--- src/rtl/cmn_entry_pool_dual_if.sv ---
// Allocation/release bus of the dual-port entry pool. The pool itself connects to the slave
// modport, and a requester or completion agent connects to the master modport.
interface cmn_entry_pool_dual_if #(
  parameter int unsigned ENTRY_NUM = 8
) ();
  localparam int unsigned IW = $clog2(ENTRY_NUM);
  localparam int unsigned CW = $clog2(ENTRY_NUM + 1);

  logic                 alloc_req_1;
  logic                 alloc_req_2;
  logic                 alloc_gnt_1;
  logic                 alloc_gnt_2;
  logic [ENTRY_NUM-1:0] alloc_idx_oh_1;
  logic [IW-1:0]        alloc_idx_bin_1;
  logic [ENTRY_NUM-1:0] alloc_idx_oh_2;
  logic [IW-1:0]        alloc_idx_bin_2;
  logic                 rel_vld_1;
  logic [IW-1:0]        rel_idx_1;
  logic                 rel_vld_2;
  logic [IW-1:0]        rel_idx_2;
  logic [ENTRY_NUM-1:0] busy_vec;
  logic [CW-1:0]        free_cnt;
  logic                 pool_full;
  logic                 pool_empty;
  logic                 rel_err;

  modport slave (
    input  alloc_req_1, alloc_req_2, rel_vld_1, rel_idx_1, rel_vld_2, rel_idx_2,
    output alloc_gnt_1, alloc_gnt_2, alloc_idx_oh_1, alloc_idx_bin_1,
           alloc_idx_oh_2, alloc_idx_bin_2, busy_vec, free_cnt, pool_full,
           pool_empty, rel_err
  );

  modport master (
    output alloc_req_1, alloc_req_2, rel_vld_1, rel_idx_1, rel_vld_2, rel_idx_2,
    input  alloc_gnt_1, alloc_gnt_2, alloc_idx_oh_1, alloc_idx_bin_1,
           alloc_idx_oh_2, alloc_idx_bin_2, busy_vec, free_cnt, pool_full,
           pool_empty, rel_err
  );
endinterface

--- src/rtl/cmn_entry_pool_dual.sv ---
// Busy-bitmap tracker for an ENTRY_NUM-entry buffer. Each cycle it grants up to two of the
// lowest free entries and retires up to two entries, and it keeps a registered free count.
module cmn_entry_pool_dual #(
  parameter int unsigned ENTRY_NUM = 8
) (
  input  logic                  clk,
  input  logic                  rst,
  cmn_entry_pool_dual_if.slave  bus
);
  localparam int unsigned IW   = $clog2(ENTRY_NUM);
  localparam int unsigned CW   = $clog2(ENTRY_NUM + 1);
  localparam int unsigned PadW = 1 << IW;
  localparam logic [ENTRY_NUM-1:0] OneE = {{(ENTRY_NUM-1){1'b0}}, 1'b1};

  logic [ENTRY_NUM-1:0] r_busy;
  logic [CW-1:0]        r_free;
  logic                 r_full;
  logic                 r_empty;
  logic                 r_rel_err;

  logic                 w_f1_vld, w_f2_vld;
  logic [IW-1:0]        w_f1_idx, w_f2_idx;
  logic                 w_gnt_1, w_gnt_2;
  logic [IW-1:0]        w_idx_1, w_idx_2;
  logic [ENTRY_NUM-1:0] w_alloc_mask;
  logic [PadW-1:0]      w_busy_pad;
  logic                 w_rel_legal_1, w_rel_legal_2, w_rel_err;
  logic [ENTRY_NUM-1:0] w_rel_mask;
  logic [CW-1:0]        w_rel_cnt, w_gnt_cnt, w_free_next;
  logic [ENTRY_NUM-1:0] w_busy_next;

  // Two lowest free entries, taken from the registered bitmap only (no release bypass).
  always_comb begin
    w_f1_vld = 1'b0;
    w_f1_idx = '0;
    w_f2_vld = 1'b0;
    w_f2_idx = '0;
    for (int i = 0; i < ENTRY_NUM; i++) begin
      if (!r_busy[i]) begin
        if (!w_f1_vld) begin
          w_f1_vld = 1'b1;
          w_f1_idx = IW'(i);
        end else if (!w_f2_vld) begin
          w_f2_vld = 1'b1;
          w_f2_idx = IW'(i);
        end
      end
    end
  end

  // A lone port-2 request takes F1. If port 1 is denied, F2 cannot exist either.
  always_comb begin
    w_gnt_1 = bus.alloc_req_1 & w_f1_vld;
    w_idx_1 = w_f1_idx;
    if (bus.alloc_req_1) begin
      w_gnt_2 = bus.alloc_req_2 & w_f2_vld;
      w_idx_2 = w_f2_idx;
    end else begin
      w_gnt_2 = bus.alloc_req_2 & w_f1_vld;
      w_idx_2 = w_f1_idx;
    end
  end

  assign w_alloc_mask = (w_gnt_1 ? (OneE << w_idx_1) : '0) |
                        (w_gnt_2 ? (OneE << w_idx_2) : '0);

  assign bus.alloc_gnt_1     = w_gnt_1;
  assign bus.alloc_gnt_2     = w_gnt_2;
  assign bus.alloc_idx_bin_1 = w_gnt_1 ? w_idx_1 : '0;
  assign bus.alloc_idx_bin_2 = w_gnt_2 ? w_idx_2 : '0;
  assign bus.alloc_idx_oh_1  = w_gnt_1 ? (OneE << w_idx_1) : '0;
  assign bus.alloc_idx_oh_2  = w_gnt_2 ? (OneE << w_idx_2) : '0;

  // Zero-padded so that out-of-range indices read as free rather than out of bounds.
  assign w_busy_pad = PadW'(r_busy);

  always_comb begin
    w_rel_legal_1 = bus.rel_vld_1 && (32'(bus.rel_idx_1) < ENTRY_NUM) &&
                    w_busy_pad[bus.rel_idx_1];
    w_rel_legal_2 = bus.rel_vld_2 && (32'(bus.rel_idx_2) < ENTRY_NUM) &&
                    w_busy_pad[bus.rel_idx_2] &&
                    !(bus.rel_vld_1 && (bus.rel_idx_1 == bus.rel_idx_2));
    w_rel_err     = (bus.rel_vld_1 && !w_rel_legal_1) || (bus.rel_vld_2 && !w_rel_legal_2);
    w_rel_mask    = (w_rel_legal_1 ? (OneE << bus.rel_idx_1) : '0) |
                    (w_rel_legal_2 ? (OneE << bus.rel_idx_2) : '0);
  end

  // Releases only hit busy entries, so the intermediate sum stays within ENTRY_NUM.
  always_comb begin
    w_rel_cnt   = CW'(w_rel_legal_1) + CW'(w_rel_legal_2);
    w_gnt_cnt   = CW'(w_gnt_1) + CW'(w_gnt_2);
    w_free_next = r_free + w_rel_cnt - w_gnt_cnt;
    w_busy_next = (r_busy & ~w_rel_mask) | w_alloc_mask;
  end

  always_ff @(posedge clk) begin
    if (rst) begin
      r_busy    <= '0;
      r_free    <= CW'(ENTRY_NUM);
      r_full    <= 1'b0;
      r_empty   <= 1'b1;
      r_rel_err <= 1'b0;
    end else begin
      r_busy    <= w_busy_next;
      r_free    <= w_free_next;
      r_full    <= (w_free_next == '0);
      r_empty   <= (w_free_next == CW'(ENTRY_NUM));
      r_rel_err <= w_rel_err;
    end
  end

  assign bus.busy_vec   = r_busy;
  assign bus.free_cnt   = r_free;
  assign bus.pool_full  = r_full;
  assign bus.pool_empty = r_empty;
  assign bus.rel_err    = r_rel_err;
endmodule
--- src/flat_wrapper.sv ---
// flat-port wrapper written by rule: the top's interface ports become plain ports
module cmn_entry_pool_dual_flat 
#(
  parameter int unsigned ENTRY_NUM = 8
)
  (clk, rst, bus_alloc_req_1, bus_alloc_req_2, bus_rel_vld_1, bus_rel_idx_1, bus_rel_vld_2, bus_rel_idx_2, bus_alloc_gnt_1, bus_alloc_gnt_2, bus_alloc_idx_oh_1, bus_alloc_idx_bin_1, bus_alloc_idx_oh_2, bus_alloc_idx_bin_2, bus_busy_vec, bus_free_cnt, bus_pool_full, bus_pool_empty, bus_rel_err);
  cmn_entry_pool_dual_if #(.ENTRY_NUM(ENTRY_NUM)) bus_i ();
  input  logic clk;
  input  logic rst;
  input wire logic [$bits(bus_i.alloc_req_1)-1:0] bus_alloc_req_1;
  input wire logic [$bits(bus_i.alloc_req_2)-1:0] bus_alloc_req_2;
  input wire logic [$bits(bus_i.rel_vld_1)-1:0] bus_rel_vld_1;
  input wire logic [$bits(bus_i.rel_idx_1)-1:0] bus_rel_idx_1;
  input wire logic [$bits(bus_i.rel_vld_2)-1:0] bus_rel_vld_2;
  input wire logic [$bits(bus_i.rel_idx_2)-1:0] bus_rel_idx_2;
  output wire logic [$bits(bus_i.alloc_gnt_1)-1:0] bus_alloc_gnt_1;
  output wire logic [$bits(bus_i.alloc_gnt_2)-1:0] bus_alloc_gnt_2;
  output wire logic [$bits(bus_i.alloc_idx_oh_1)-1:0] bus_alloc_idx_oh_1;
  output wire logic [$bits(bus_i.alloc_idx_bin_1)-1:0] bus_alloc_idx_bin_1;
  output wire logic [$bits(bus_i.alloc_idx_oh_2)-1:0] bus_alloc_idx_oh_2;
  output wire logic [$bits(bus_i.alloc_idx_bin_2)-1:0] bus_alloc_idx_bin_2;
  output wire logic [$bits(bus_i.busy_vec)-1:0] bus_busy_vec;
  output wire logic [$bits(bus_i.free_cnt)-1:0] bus_free_cnt;
  output wire logic [$bits(bus_i.pool_full)-1:0] bus_pool_full;
  output wire logic [$bits(bus_i.pool_empty)-1:0] bus_pool_empty;
  output wire logic [$bits(bus_i.rel_err)-1:0] bus_rel_err;
  assign bus_i.alloc_req_1 = bus_alloc_req_1;
  assign bus_i.alloc_req_2 = bus_alloc_req_2;
  assign bus_i.rel_vld_1 = bus_rel_vld_1;
  assign bus_i.rel_idx_1 = bus_rel_idx_1;
  assign bus_i.rel_vld_2 = bus_rel_vld_2;
  assign bus_i.rel_idx_2 = bus_rel_idx_2;
  assign bus_alloc_gnt_1 = bus_i.alloc_gnt_1;
  assign bus_alloc_gnt_2 = bus_i.alloc_gnt_2;
  assign bus_alloc_idx_oh_1 = bus_i.alloc_idx_oh_1;
  assign bus_alloc_idx_bin_1 = bus_i.alloc_idx_bin_1;
  assign bus_alloc_idx_oh_2 = bus_i.alloc_idx_oh_2;
  assign bus_alloc_idx_bin_2 = bus_i.alloc_idx_bin_2;
  assign bus_busy_vec = bus_i.busy_vec;
  assign bus_free_cnt = bus_i.free_cnt;
  assign bus_pool_full = bus_i.pool_full;
  assign bus_pool_empty = bus_i.pool_empty;
  assign bus_rel_err = bus_i.rel_err;
  cmn_entry_pool_dual #(.ENTRY_NUM(ENTRY_NUM)) u_core (.clk(clk), .rst(rst), .bus(bus_i));
endmodule
--- config.mk ---
export PLATFORM = sky130hd
export DESIGN_NAME = cmn_entry_pool_dual_flat
export DESIGN_NICKNAME = d
export VERILOG_FILES = /design/src/rtl/cmn_entry_pool_dual_if.sv /design/src/rtl/cmn_entry_pool_dual.sv /design/src/flat_wrapper.sv
export SDC_FILE = /design/constraint.sdc
export NUM_CORES = 1
export LEC_CHECK = 0
export ABC_AREA = 0
export BUFFER_PORTS_ARGS = -buffer_cell sky130_fd_sc_hd__buf_4
export CORE_AREA = 2 2 60 62
export CTS_BUF_LIST = sky130_fd_sc_hd__clkbuf_4
export CTS_CLUSTER_SIZE = 30
export DETAILED_ROUTE_END_ITERATION = 8
export DIE_AREA = 0 0 62 64
export PLACE_DENSITY = 0.85
export SLEW_MARGIN = 0
export SYNTH_ARGS = -nofsm -noshare
export SYNTH_HDL_FRONTEND = slang
export SYNTH_SLANG_ARGS = --single-unit
--- constraint.sdc ---
create_clock -name clk -period 6.15 [get_ports clk]
set_input_delay 0.9225 -clock clk [delete_from_list [all_inputs] [get_ports clk]]
set_output_delay 0.9225 -clock clk [all_outputs]
set_load 0.1 [all_outputs]
==> out/qor.yml, run 1 <==
yosys:
  ys_seq_elements: 15
  synth_flop_cell: "dfxtp_1"
  synth_warnings: 0
  syn-num-nets: 276
  ys_top_cells_by_area: "dfxtp_1 (16%), ha_1 (7.3%), nor2_1 (4.2%)"
  synth_area_leader_cell: "dfxtp_1"
  syn_area_um2: 1877
  synth_top_area_share_pct: 16.00
  synth_edf_count: 0
  syn_area_per_cell_um2: 7.477
  synthCells: 251
  yosys.cell_types.count: 55
  ys_seq_area_share_pct: 16.00
  async_flop_share_pct: 0
placed_design:
  place_inst: 325
  globalplace.congestion: 0.9438
  dp_hpwl_um: 3913
  io_buffers: 50
cells_and_area:
  final_cells: 329
  drive_gt1_share_pct: 24.03
  syn_to_final_growth_pct: 18.87
  num_antenna_cells: 0
  nNetsFinal: 309
cts:
  clk_latency_ps: 290
  post-cts-setup-buffers: 0
  cts.path.max_buffers: 2
  numClockSinks: 15
  path_clk_slew_ps: 90
  cts_tree: "done"
  clockRootBuffer: "clkbuf_4"
  htree_levels: 1
  cts-hold-fix-buffers: 0
  cts_resized: 0
  numCtsBuffers: 3
drt:
  viasPerCell: 6.146
  drt_iter0_drc: 202
  wl_met2_um: 2492
  vias: 2022
  first_pass_iters: 4
  met3WireLength_um: 267
  wirelength_met1_um: 2160
  ant_nets: 0
  drc: 0
  top_layer_used: "met4"
  wirelength_um: 5062
  wl_per_cell_um: 15.39
sta:
  rsz0062_at_grt: "no"
  fin_skew_ps: 7.469
  setup_viol: 0
  fin_crit_sh_pct: 66.97
  hold_viol: 0
  max_clock_freq_mhz: 242.8
  tightest_slew_ps: 771.5
  fin_crit_ps: 4119
  drv_slew: 0
  fin_hold_ws_ps: 663.6
  maxSlewHeadroom_pct: 48.33
grt:
  grt_pass1_wl_um: 8328
  gr-total-overflow: 0
  grt_max_degree: 24
  antenna_found_initial: 0
  first_global_vias: 1865
  grtUsageTotal_pct: 27.45
floorplan:
  die_h_um: 64
  num_rows: 21
  core_um2: 3284
  start_util_pct: 57.14
  fp.dieArea_um2: 3968
  ioPinCount: 51
  die_w_um: 62
worst_setup_path:
  worstPathMaxFanout: 19
  worst_ep_arrival_time_ps: 3200
  r2r-start: "u_core.bus.busy_vec[0]"
  start_kind: "flop"
  worstSetupPathType: "reg2out"
  reg2reg_slack_ps: 2250
  cp-startpoint: "u_core.bus.busy_vec[0]"
  worstPathRequired_ps: 5230
  r2r_end: "u_core.bus.pool_empty"
  endpoint_kind: "output port"
  reg2reg_depth: 14
outcome:
  status: "finished clean"
hold_path:
  worstHoldPathCells: 3
  hold-path-endpoint: "u_core.bus.free_cnt[3]"
  holdCritPathClass: "reg2reg"
  worst_hold_startpoint: "u_core.bus.free_cnt[3]"
flow_run:
  max_cap_viol_count: 0
[state kept, by name, indices dropped and copies added (netlist names)]
| name | cells |
|---|---|
| u_core.bus.busy_vec | 8 |
| u_core.bus.free_cnt | 4 |
| u_core.bus.pool_empty | 1 |
| u_core.bus.pool_full | 1 |
| u_core.bus.rel_err | 1 |
[worst max-delay path by stage]
stage | endpoint | slack (ps) | depth (start not counted)
2_1_floorplan | bus_alloc_idx_oh_2[4] | -700 | 7
3_3_place_gp | u_core.bus.pool_empty | 2380 | 14
3_5_place_dp | u_core.bus.pool_empty | 2290 | 14
4_1_cts | bus_alloc_idx_oh_2[7] | 2050 | 8
5_1_grt | bus_alloc_idx_oh_2[7] | 1660 | 8
6_report | bus_alloc_idx_oh_2[7] | 2030 | 8
[metrics by stage]
step	setup TNS, ps	worst slack (ps)	instance area [µm²]	utilization (%)
2_1_floorplan	-2807	-701.6	1897	-
3_3_place_gp	0	2380	2201	67.01
3_5_place_dp	0	2293	2201	67.01
4_1_cts	0	2052	2231	67.92
5_1_grt	0	1664	2231	67.92
6_report	0	2031	2231	67.92
[synthesized netlist by cell type, types with 3 or more instances]
master and instances:
o211ai_1 5, buf_2 7, nor3_1 10, ha_1 11, nand3_1 10, nand2b_1 9, buf_6 4, mux4_2 3
o211a_1 3, xnor2_1 5, o32ai_1 8, o2111ai_1 5, and2_1 4, a21oi_1 7, dfxtp_1 15, nand2_1 20
and3_1 3, inv_1 18, nand4_1 3, nand3b_1 5, o31ai_1 3, nor2b_1 5, o21ai_0 10, a31oi_1 8
clkbuf_1 8, o21a_1 3, nor2_1 21
[cell usage in the layout, fill, tap and decap left out, types with 3 or more instances in the layout]
cell type,netlist,layout
nand3b_1,5,5
nand2b_1,9,9
a21oi_1,7,7
xnor2_1,5,5
nor2_1,21,21
inv_1,18,18
buf_4,2,50
nor3_2,0,4
o21a_1,3,3
ha_1,11,11
and3_1,3,3
and2_1,4,4
a31oi_1,8,8
nand2_1,20,20
o31ai_1,3,3
o211a_1,3,3
nand4_1,3,3
dfxtp_1,15,15
o32ai_1,8,8
mux4_2,3,3
nand3_1,10,10
o21ai_0,10,10
nor2b_1,5,5
nor3_1,10,6
clkbuf_4,0,4
o2111ai_1,5,5
o211ai_1,5,5
[layer usage]
layer  vias up  GRT usage [%]
met5         -              0
met4         0          12.50
met3        16          2.632
met2        78          43.23
met1       937          36.84
li1        991              -
[worst max-delay path, stage by stage (launching register included)]
cell	delay [ps]
dfxtp_1	440
ha_1	540
and3_1	310
a21boi_0	320
o31ai_1	100
a41o_1	220
a31oi_1	580
nor3_1	110
buf_4	270
[cell type report]
class,count,area (µm²)
Multi-Input combinational cell,196,1400
Fill cell,291,1054
Timing Repair Buffer,50,375.4
Sequential cell,15,300.3
Inverter,18,67.56
Tap cell,46,57.56
Clock buffer,4,30.03
[cells by family after synthesis]
family	after synthesis	synth area share (%)
compound gates	68	26.80
xor+xnor	7	3.267
fa+ha+maj	13	9.467
buf+inv	40	10.47
flops	15	16.00
mux	6	5.266
simple gates	102	28.73
Power of run 1 is left out: the tool's default activity adds up to more than one toggle a clock period on the data nets, which glitch-free logic cannot reach.
==> run 2: changes to the inputs <==
--- a/config.mk
+++ b/config.mk
@@ -5,14 +5,14 @@
 export SDC_FILE = /design/constraint.sdc
 export NUM_CORES = 1
 export LEC_CHECK = 0
-export ABC_AREA = 0
+export ABC_AREA = 1
 export BUFFER_PORTS_ARGS = -buffer_cell sky130_fd_sc_hd__buf_4
-export CORE_AREA = 2 2 60 62
+export CORE_AREA = 2 2 64 66
 export CTS_BUF_LIST = sky130_fd_sc_hd__clkbuf_4
 export CTS_CLUSTER_SIZE = 30
 export DETAILED_ROUTE_END_ITERATION = 8
-export DIE_AREA = 0 0 62 64
-export PLACE_DENSITY = 0.85
+export DIE_AREA = 0 0 66 68
+export PLACE_DENSITY = 0.77
 export SLEW_MARGIN = 0
 export SYNTH_ARGS = -nofsm -noshare
 export SYNTH_HDL_FRONTEND = slang
==> constraint.sdc (replaced) <==
create_clock -name clk -period 3.6 [get_ports clk]
set_input_delay 0.54 -clock clk [delete_from_list [all_inputs] [get_ports clk]]
set_output_delay 0.54 -clock clk [all_outputs]
set_load 0.1 [all_outputs]
==> out/qor.yml, run 2 <==
outcome:
  status: "finished clean"
placed_design:
  dpl-instance-area_um2: 2291
  dp_hpwl_um: 4231
  io_buffers: 50
  globalplace.congestion: 0.9441
drt:
  vias: 2096
  ant_nets: 0
  wl_per_cell_um: 13.02
  first_pass_iters: 4
  wirelength_met1_um: 2266
  top_layer_used: "met4"
  viasPerCell: 5.175
  drt_iter0_drc: 124
  wl_met2_um: 2637
  wirelength_um: 5272
  drc: 0
  met3WireLength_um: 326
floorplan:
  ioPinCount: 51
  die_h_um: 68
  start_util_pct: 46.92
  die_w_um: 66
  fp.dieArea_um2: 4488
  num_rows: 23
  core_um2: 3856
worst_setup_path:
  reg2reg_slack_ps: 60
  worstSetupPathType: "reg2reg"
  worstPathMaxFanout: 6
  start_kind: "flop"
  worst_ep_arrival_time_ps: 3720
  reg2reg_depth: 16
  worstPathRequired_ps: 3780
  r2r_end: "u_core.bus.pool_empty"
  endpoint_kind: "flop"
  r2r-start: "u_core.bus.busy_vec[0]"
yosys:
  async_flop_share_pct: 0
  synth_flop_cell: "dfxtp_1"
  synth_edf_count: 0
  ys_top_cells_by_area: "dfxtp_1 (17%), nand2_1 (14%), inv_1 (11%)"
  synth_most_common_cell: "nand2_1"
  synth_top_area_share_pct: 16.60
  syn_area_um2: 1809
  synthCells: 296
  ys_seq_area_share_pct: 16.60
  synth_warnings: 0
  syn-num-nets: 321
  syn_area_per_cell_um2: 6.112
  synth_common_cells: "nand2_1 (69), inv_1 (54), nor2_1 (36)"
  ys_seq_elements: 15
  synth_area_leader_cell: "dfxtp_1"
  yosys.cell_types.count: 43
sta:
  max_clock_freq_mhz: 282.3
  drv_slew: 0
  fin_tns_setup_ps: 0
  fin_skew_ps: 3.515
  hold_viol: 0
  fin_crit_sh_pct: 98.38
  maxSlewHeadroom_pct: 79.04
  setup_viol: 0
  fin_crit_ps: 3542
  tightest_slew_ps: 311.1
  rsz0062_at_grt: "yes"
cells_and_area:
  drive_gt1_share_pct: 36.62
  layout_common_cells: "nand2_1 (67), buf_4 (60), inv_1 (51)"
  final_common_cell: "nand2_1"
  nNetsFinal: 381
  syn_to_final_growth_pct: 36.45
  largest_reg_flops: 8
  final_area_um2: 2469
  num_antenna_cells: 0
cts:
  numClockSinks: 15
  cts.path.max_buffers: 2
  clockRootBuffer: "clkbuf_4"
  path_clk_slew_ps: 80
  htree_levels: 1
  numCtsBuffers: 3
  cts_tree: "done"
  clk_latency_ps: 280
power:
  p_per_area_nw_per_um2: 507.0
  p_switching_mw: 0.7442
  power_frac_clock_pct: 8.2
  leakage_nw: 1.331
  p_int_mw: 0.5073
  combPwrFrac_pct: 72.8
  ir_drop_v: 0.0006361
  finalPower_mw: 1.251
  seqPwrFrac_pct: 19.0
  sw_frac_of_total_pct: 59.47
hold_path:
  holdCritPathClass: "in2reg"
  hold-path-endpoint: "u_core.bus.busy_vec[2]"
  worst_hold_startpoint: "rst"
  worstHoldPathCells: 2
flow_run:
  max_cap_viol_count: 0
grt:
  first_global_vias: 1910
  grtUsageTotal_pct: 23.47
  antenna_found_initial: 0
  gr-total-overflow: 0
  grt_max_degree: 15
  grt_pass1_wl_um: 8190
[run 2: worst max-delay path by stage]
stage | cells past startpoint | start | end | slack [ps]
3_3_place_gp | 21 | u_core.bus.busy_vec[0] | u_core.bus.pool_full | 200
6_report | 16 | u_core.bus.busy_vec[0] | u_core.bus.pool_empty | 60
5_1_grt | 18 | u_core.bus.busy_vec[0] | u_core.bus.pool_full | -80
3_5_place_dp | 21 | u_core.bus.busy_vec[0] | u_core.bus.pool_full | 80
2_1_floorplan | 21 | u_core.bus.busy_vec[1] | u_core.bus.pool_full | 60
4_1_cts | 21 | u_core.bus.busy_vec[0] | u_core.bus.pool_full | 50
[run 2: kinds of logic after synthesis]
kind of cell,share of synthesized area (%)
and+or+nand+nor,45.99
adders and majority gates,9.820
xor gates and xnor gates,1.453
DFF,16.60
AOI/OAI and AO/OA,12.38
buffers and inverters,13.76
[run 2: power by group through the flow]
stage               clock network, mW  registers, mW  logic [mW]
detailed placement                  0          0.239       0.799
finish                          0.102          0.238       0.911
floorplan                           0          0.468       0.410
global route                    0.117          0.243       0.966
CTS                             0.107          0.237       0.801
global placement                    0          0.240       0.786
[run 2: what timing repair did]
action / 4_1_cts / 5_1_grt
setup endpoints to repair: 0 / 3
buffers inserted: 0 / 9
hold endpoints to repair: 0 / 0
resized for setup: 0 / 16
hold buffers: 0 / 0
[run 2: stage by stage]
stage | setup slack, ps | instances | hold slack (ps) | utilization [%]
5_1_grt | -79.51 | 405 | 497.1 | 64.02
4_1_cts | 54.33 | 396 | 487.6 | 60.19
3_5_place_dp | 83.54 | 392 | 686.4 | 59.41
6_report | 58.27 | 405 | 501.2 | 64.02
3_3_place_gp | 202.1 | 392 | 679.6 | 59.41
2_1_floorplan | 57.27 | 296 | 595.1 | -
[run 2: cell type report]
type / count / area, µm²
inverter: 57 / 221.5
clock buffer: 4 / 30.03
sequential: 15 / 322.8
fill: 366 / 1388
timing repair buffer: 60 / 450.4
multi-input combinational: 219 / 1381
tap: 50 / 62.56
[run 2: layer usage]
metal  track usage [%]  vias up
met5                 0        -
met1             29.76      957
met3             1.645        6
met2             42.17       80
li1                  -     1053
met4             8.163        0
[run 2: worst max-delay path, stage by stage, from the launching register on]
cell,delay (ps)
dfxtp_4,410
ha_4,190
nand2_8,80
nor2_8,160
nand2_4,80
nor2_4,200
o21ai_4,80
nand3b_1,210
nand2_2,160
inv_6,60
ha_2,190
fa_1,500
inv_1,90
fa_1,480
xor2_2,230
inv_1,90
a41o_1,240
Power figures use the tool's default switching activity.
==> run 3: changes to the inputs <==
--- a/config.mk
+++ b/config.mk
@@ -7,12 +7,14 @@
 export LEC_CHECK = 0
 export ABC_AREA = 1
 export BUFFER_PORTS_ARGS = -buffer_cell sky130_fd_sc_hd__buf_4
+export CAP_MARGIN = 5
 export CORE_AREA = 2 2 64 66
 export CTS_BUF_LIST = sky130_fd_sc_hd__clkbuf_4
 export CTS_CLUSTER_SIZE = 30
 export DETAILED_ROUTE_END_ITERATION = 8
 export DIE_AREA = 0 0 66 68
-export PLACE_DENSITY = 0.77
+export PLACE_DENSITY = 0.84
+export RECOVER_POWER = 25
 export SLEW_MARGIN = 0
 export SYNTH_ARGS = -nofsm -noshare
 export SYNTH_HDL_FRONTEND = slang
==> out/qor.yml, run 3 (synthesis gave the netlist of run 2 again) <==
outcome:
  status: "finished clean"
hold_path:
  worstHoldPathCells: 2
  hold-path-endpoint: "u_core.bus.busy_vec[2]"
  worst_hold_startpoint: "rst"
  holdCritPathClass: "in2reg"
grt:
  busiest_layer: "met2"
  grt_use_met1_pct: 30.46
  grtUsageTotal_pct: 24.24
  gr-total-overflow: 0
  antenna_found_initial: 0
  grt_pass1_wl_um: 8514
  grt_max_degree: 15
  grt_use_met3_pct: 2.467
  first_global_vias: 1935
  use_met2_pct: 43.18
floorplan:
  core_um2: 3856
  num_rows: 23
  start_util_pct: 46.92
  fp.dieArea_um2: 4488
  die_h_um: 68
  die_w_um: 66
  ioPinCount: 51
sta:
  fin_skew_ps: 0.3204
  maxSlewHeadroom_pct: 21.14
  fin_crit_sh_pct: 95.68
  drv_slew: 0
  fin_ws_ps: 155.5
  hold_viol: 0
  rsz0062_at_grt: "yes"
  fin_crit_ps: 3445
  fin_hold_ws_ps: 508.9
  tightest_slew_ps: 1188
  max_clock_freq_mhz: 290.3
  setup_viol: 0
drt:
  first_pass_iters: 4
  viasPerCell: 5.216
  ant_nets: 0
  vias: 2097
  wirelength_um: 5183
  drt_iter0_drc: 102
  drc: 0
  wl_per_cell_um: 12.89
placed_design:
  dp_hpwl_um: 4268
  io_buffers: 50
  dp_slack_ps: 112.4
  dpl-instance-area_um2: 2291
  place_inst: 392
  globalplace.congestion: 1.012
cells_and_area:
  final_common_cell: "nand2_1"
  final_area_um2: 2372
  fin_util_pct: 61.52
  num_antenna_cells: 0
  final_cells: 402
  largest_reg_flops: 8
  fillCellCount: 382
  drive_gt1_share_pct: 33.52
  layout_common_cells: "nand2_1 (67), inv_1 (51), buf_4 (50)"
  nNetsFinal: 378
  syn_to_final_growth_pct: 31.12
worst_setup_path:
  start_kind: "flop"
  worstPathRequired_ps: 3780
  worstPathMaxFanout: 7
  worstSetupPathType: "reg2reg"
  reg2reg_slack_ps: 160
  r2r_end: "u_core.bus.pool_empty"
  endpoint_kind: "flop"
  r2r-start: "u_core.bus.busy_vec[0]"
  reg2reg_depth: 16
  worst_ep_arrival_time_ps: 3630
power:
  p_per_area_nw_per_um2: 486.0
  leakage_nw: 1.279
  ir_drop_v: 0.0004700
cts:
  numCtsBuffers: 3
  cts-hold-fix-buffers: 0
  htree_levels: 1
  cts.path.max_buffers: 2
  path_clk_slew_ps: 80
  clockRootBuffer: "clkbuf_4"
  cts_tree: "done"
  numClockSinks: 15
  clk_latency_ps: 280
flow_run:
  max_cap_viol_count: 0
run 3: per-layer routing:
| metal | part of all wire, % | up-vias | wire length (µm) |
|---|---|---|---|
| li1 | - | 1056 | - |
| met1 | 44 | 939 | 2260 |
| met2 | 48 | 94 | 2482 |
| met3 | 6.8 | 8 | 350 |
| met4 | 1.7 | 0 | 90 |
| met5 | 0 | - | 0 |
run 3: timing repair:
item,in CTS,in global routing
setup endpoints to repair,0,3
hold endpoints to repair,0,0
buffers inserted,0,6
resized for setup,0,10
run 3: critical path, stage by stage, from the launching register on:
cell and delay [ps]:
dfxtp_4 410, ha_4 170, nand2_4 90, nor2_8 140
nand2_2 110, nor2_4 160, o21ai_2 90, nand3b_1 210
nand2_4 130, inv_6 50, ha_1 210, fa_1 510
inv_1 70, fa_1 470, xor2_2 220, inv_1 70
a41o_1 230
run 3: worst max-delay path by stage:
stage	start	end	slack (ps)	cells past startpoint
after CTS	u_core.bus.busy_vec[0]	u_core.bus.pool_full	100	18
after global placement	u_core.bus.busy_vec[0]	u_core.bus.pool_full	240	18
after floorplan	u_core.bus.busy_vec[1]	u_core.bus.pool_full	60	21
after global routing	u_core.bus.busy_vec[0]	u_core.bus.pool_full	-30	18
final	u_core.bus.busy_vec[0]	u_core.bus.pool_empty	160	16
after detailed placement	u_core.bus.busy_vec[0]	u_core.bus.pool_full	110	18
run 3: area by class of cell:
class	instances	area, µm²	area share, %
Tap cell	50	62.56	2.637
Clock buffer	3	22.52	0.9494
Inverter	57	221.5	9.335
Timing Repair Buffer	57	401.6	16.93
Clock inverter	1	5.005	0.2110
Sequential cell	15	322.8	13.61
Multi-Input combinational cell	219	1336	56.33
run 3: per-stage QoR:
step	power, mW	setup TNS (ps)
after floorplan	0.8772	0
after global placement	1.024	0
after detailed placement	1.038	0
after CTS	1.135	0
after global routing	1.233	-39.19
final	1.153	0
run 3: power breakdown:
part / internal (mW) / switching (mW)
registers: 0.202 / 0.0348
logic: 0.202 / 0.622
clock network: 0.0413 / 0.0516
